### config.mk
export PLATFORM = sky130hd
export DESIGN_NAME = complex_div_operand_packer
export DESIGN_NICKNAME = d
export VERILOG_FILES = /design/src/rtl/complex_div_operand_packer.sv
export SDC_FILE = /design/constraint.sdc
export NUM_CORES = 1
export LEC_CHECK = 0
export ABC_CLOCK_PERIOD_IN_PS = 17500
export CAP_MARGIN = 20
export CORE_ASPECT_RATIO = 1.25
export CORE_MARGIN = 1.5
export CORE_UTILIZATION = 47
export DETAILED_ROUTE_END_ITERATION = 10
export PLACE_DENSITY = 0.83
export SYNTH_ARGS = -nofsm -noshare
export SYNTH_HDL_FRONTEND = slang
export SYNTH_SLANG_ARGS = --single-unit
### constraint.sdc
create_clock -name clk_i -period 17.5 [get_ports clk_i]
set_input_delay 5.25 -clock clk_i [delete_from_list [all_inputs] [get_ports clk_i]]
set_output_delay 5.25 -clock clk_i [all_outputs]
set_load 0.01 [all_outputs]
### src/rtl/complex_div_operand_packer.sv
// Serial-to-parallel operand packer feeding complex_div: collects a, b, c, d words into one
// bundle and hands it off on a valid/ready port together with a sequence tag and a /0 flag.
module complex_div_operand_packer #(
  parameter int unsigned NUM_OPERANDS = 4,
  parameter int unsigned WIDTH        = 64,
  parameter int unsigned TAG_WIDTH    = 4
) (
  input  logic                            clk_i,
  input  logic                            rst_i,
  input  logic                            flush_i,
  input  logic                            word_valid_i,
  output logic                            word_ready_o,
  input  logic [WIDTH-1:0]                word_i,
  output logic                            out_valid_o,
  input  logic                            out_ready_i,
  output logic [NUM_OPERANDS*WIDTH-1:0]   operands_o,
  output logic [TAG_WIDTH-1:0]            tag_o,
  output logic                            div_by_zero_o,
  output logic                            busy_o
);

  localparam int unsigned IdxW     = (NUM_OPERANDS > 1) ? $clog2(NUM_OPERANDS) : 1;
  localparam int unsigned NumSlots = (NUM_OPERANDS > 1) ? NUM_OPERANDS - 1 : 1;
  localparam logic [IdxW-1:0] LastIdx = IdxW'(NUM_OPERANDS - 1);

  logic [NumSlots-1:0][WIDTH-1:0]   slots_q, slots_d;
  logic [IdxW-1:0]                  idx_q, idx_d;
  logic [NUM_OPERANDS*WIDTH-1:0]    operands_q, operands_d;
  logic [TAG_WIDTH-1:0]             tag_q, tag_d;
  logic [TAG_WIDTH-1:0]             tag_cnt_q, tag_cnt_d;
  logic                             dbz_q, dbz_d;
  logic                             valid_q, valid_d;

  logic [NUM_OPERANDS*WIDTH-1:0]    bundle;
  logic                             bundle_dbz;
  logic                             last_word;
  logic                             accept;

  assign last_word = (idx_q == LastIdx);

  // Only the final word can stall; it needs the output register to be free or draining.
  assign word_ready_o = !rst_i && !flush_i && !(last_word && valid_q && !out_ready_i);
  assign accept       = word_valid_i && word_ready_o;

  always_comb begin
    bundle = '0;
    for (int k = 0; k < NUM_OPERANDS - 1; k++) begin
      bundle[k*WIDTH +: WIDTH] = slots_q[k];
    end
    bundle[(NUM_OPERANDS-1)*WIDTH +: WIDTH] = word_i;
  end

  // Divisor is zero when both magnitudes are zero; sign bits are ignored.
  if (NUM_OPERANDS >= 4) begin : g_dbz
    assign bundle_dbz = ~|bundle[2*WIDTH +: WIDTH-1] && ~|bundle[3*WIDTH +: WIDTH-1];
  end else begin : g_no_dbz
    assign bundle_dbz = 1'b0;
  end

  always_comb begin
    slots_d    = slots_q;
    idx_d      = idx_q;
    operands_d = operands_q;
    tag_d      = tag_q;
    tag_cnt_d  = tag_cnt_q;
    dbz_d      = dbz_q;
    valid_d    = valid_q;
    if (flush_i) begin
      idx_d   = '0;
      valid_d = 1'b0;
    end else begin
      if (valid_q && out_ready_i) begin
        valid_d = 1'b0;
      end
      if (accept) begin
        if (last_word) begin
          idx_d      = '0;
          operands_d = bundle;
          tag_d      = tag_cnt_q;
          tag_cnt_d  = tag_cnt_q + TAG_WIDTH'(1);
          dbz_d      = bundle_dbz;
          valid_d    = 1'b1;
        end else begin
          for (int k = 0; k < NUM_OPERANDS - 1; k++) begin
            if (idx_q == IdxW'(k)) begin
              slots_d[k] = word_i;
            end
          end
          idx_d = idx_q + IdxW'(1);
        end
      end
    end
  end

  always_ff @(posedge clk_i or posedge rst_i) begin
    if (rst_i) begin
      slots_q    <= '0;
      idx_q      <= '0;
      operands_q <= '0;
      tag_q      <= '0;
      tag_cnt_q  <= '0;
      dbz_q      <= 1'b0;
      valid_q    <= 1'b0;
    end else begin
      slots_q    <= slots_d;
      idx_q      <= idx_d;
      operands_q <= operands_d;
      tag_q      <= tag_d;
      tag_cnt_q  <= tag_cnt_d;
      dbz_q      <= dbz_d;
      valid_q    <= valid_d;
    end
  end

  assign out_valid_o   = valid_q;
  assign operands_o    = operands_q;
  assign tag_o         = tag_q;
  assign div_by_zero_o = dbz_q;
  assign busy_o        = (idx_q != '0) || valid_q;

endmodule

==> run_results.csv <==
group,metric,value,unit
status,run_status,"finished clean",
setup_path,cp.required,12.25,ns
run,max_cap_violations,0,
finish,most-common-layout-cells,"dfrtp_1, mux2_2, clkdlybuf4s50_1",
floorplan,coreArea,0.0371,mm²
sta,slew_headroom,0.240,
setup_path,crit_end,"word_ready_o",
finish,n_fill_cell,2755,
finish,antenna_cells,0,
finish,fin_cells,1897,
place,dp_hpwl,27200,µm
worst_hold_path,hp-class,"reg2reg",
synthesis,yosysTopAreaCell,"dfrtp_1",
floorplan,fp-row-count,79,
drt,first_pass_iters,4,
global_routing,grt_pass1_wl,63800,µm
synthesis,synth_top_area_share,0.654,
floorplan,start_util,0.475,
setup_path,reg2reg_to,"operands_o[59]",
drt,wirelength,41400,µm
global_routing,grt_usage,0.217,
place,place.gp.congestion,0.764,
power_and_ir_drop,p_leak,11.0,nW
synthesis,postSynthAreaPerCell,17.0,µm²
power_and_ir_drop,power_density,103,mW/mm²
synthesis,synthCells,1036,
sta,max_freq,82.9,MHz
clock_tree,postCtsResizedCells,0,
sta,setup_viol,0,
drt,antenna_left,0,
finish,fin_nets,1451,
clock_tree,cts-buffers-inserted,45,
clock_tree,post_cts_buffers,0,
synthesis,ys_types,24,
floorplan,io_pins,333,
sta,slew_violations,0,
floorplan,die_w,176,µm
synthesis,syn_nets,1110,
global_routing,grt_max_degree,206,
global_routing,antenna_found_initial,1,
clock_tree,cts_hold_buf,0,
setup_path,startpoint_type,"primary input",
drt,dr_total_vias,10000,
setup_path,critPathMaxFanout,6,
setup_path,r2r_setup_slack,14.66,ns
drt,drc,0,
floorplan,dieArea,0.0386,mm²
sta,rsz0062_at_grt,"no",
clock_tree,clk_root_buffer_cell,"clkbuf_16",
place,post-place-cells,1814,
clock_tree,cts_tree,"yes",
global_routing,grt_overflow,0,
clock_tree,cts.clk_slew.worst_paths,0.06,ns
drt,wl_per_cell,21.8,µm
finish,final_common_cell,"dfrtp_1",
setup_path,crit_arrival,6.81,ns
sta,skew,0.0229,ns
finish,post-route-util,0.615,
synthesis,ys_seq_elements,460,
drt,routed_via_density,5.29,
sta,min_period,12.06,ns
clock_tree,cts_sinks,460,
clock_tree,cts_max_level,2,
setup_path,r2r_cells,6,
synthesis,ys_seq_area_frac,0.654,
synthesis,yosysWarnings,0,
synthesis,synthTopCellsByArea,"dfrtp_1, mux2_2, buf_6, nor4_1, ha_1",
sta,fin_setup_tns,0,ns
clock_tree,clockBufferDepth,3,
finish,drive_gt1_frac,0.385,
sta,worst_pin_slew,1.14,ns
sta,hold_viol_final,0,
global_routing,grt_pass1_vias,10800,
place,io_buffers,332,
synthesis,netlist_area,0.0176,mm²
setup_path,path_class,"in2out",
setup_path,critPathLaunch,"flush_i",
floorplan,die_h,219,µm
finish,areaGrowthSynthToFinish,29.6,%
sta,holdWs,0.474,ns
power_and_ir_drop,ir_worst_vdd,0.0000770,V
setup_path,critPathCaptureType,"output port",
setup_path,r2r_start,"idx_q[1]",
drt,drt_iter0_drc,496,
clock_tree,clk_latency,0.57,ns
sta,post-route-period-util,0.689,
-- critical path, stage by stage --
cell             delay, ns
clkdlybuf4s50_1       0.53
nor2_1                0.24
and2_1                0.22
clkdlybuf4s50_1       0.57
-- power by group --
part	internal [mW]	total, mW	switching, mW
logic	0.0797	0.146	0.0666
registers	1.14	1.18	0.0386
clock network	0.625	1.03	0.404
total	1.84	2.35	0.509
-- how the worst min path moves through the flow --
stage | from | slack [ns] | endpoint | cells after the start
floorplan | tag_cnt_q[3] | 0.44 | tag_cnt_q[3] | 1
global placement | tag_cnt_q[3] | 0.46 | tag_cnt_q[3] | 1
detailed placement | tag_cnt_q[3] | 0.46 | tag_cnt_q[3] | 1
CTS | tag_cnt_q[3] | 0.47 | tag_cnt_q[3] | 1
global route | tag_cnt_q[3] | 0.50 | tag_cnt_q[3] | 1
finish | tag_cnt_q[3] | 0.47 | tag_cnt_q[3] | 1
-- layout make-up --
cell class	count	area, µm²	area share
repair buffers	341	3460	0.152
flip-flops and latches	460	11500	0.505
multi-input cells	525	5610	0.246
clock inverters	18	251	0.0110
clock buffers	63	1350	0.0590
inverters	4	18.8	0.000823
well taps	486	608	0.0267
-- through the flow --
| step | power (mW) | area, µm² | worst slack (ns) |
|---|---|---|---|
| after floorplan | 1.28 | 17600 | 6.03 |
| after global placement | 1.33 | 21200 | 5.49 |
| after detailed placement | 1.34 | 21200 | 5.47 |
| after CTS | 2.38 | 22800 | 5.47 |
| after global routing | 2.45 | 22800 | 5.39 |
| final | 2.35 | 22800 | 5.44 |
-- sequential cells by signal (all words and copies together), names as in the netlist --
name           flops
div_by_zero_o      1
tag_cnt_q          4
tag_o              4
bundle           192
out_valid_o        1
idx_q              2
operands_o       256
-- synthesized netlist by cell type --
cell      instances
nor2b_1           1
nor2_1            6
nor4b_4           1
xnor2_1           1
mux2i_1           2
buf_4             2
nand2_2           3
mux2_2          453
buf_6            38
xor2_1            2
o31ai_1           1
nand2b_1          2
nand3b_1          1
inv_1             4
o21ai_0           1
buf_2             7
nand4_1           9
and2_1            1
nand2_1           1
ha_1              5
nor4_1           31
dfrtp_1         460
nand3_1           2
or4_1             2
-- logic make-up after synthesis --
logic type / synth area share
adder cells (fa/ha/maj): 0.00355
flip-flops: 0.654
buffers and inverters: 0.0280
AND/OR/NAND/NOR: 0.0214
multiplexers: 0.291
AO/OA/AOI/OAI: 0.000711
XOR/XNOR: 0.00149
-- routing by layer --
layer	global-route usage	share of wire	routed length, µm
met1	0.259	0.39	16300
met2	0.376	0.51	20900
met3	0.0464	0.057	2360
met4	0.0983	0.043	1800
met5	0	0.00031	13
(Power assumes the default switching activity.)
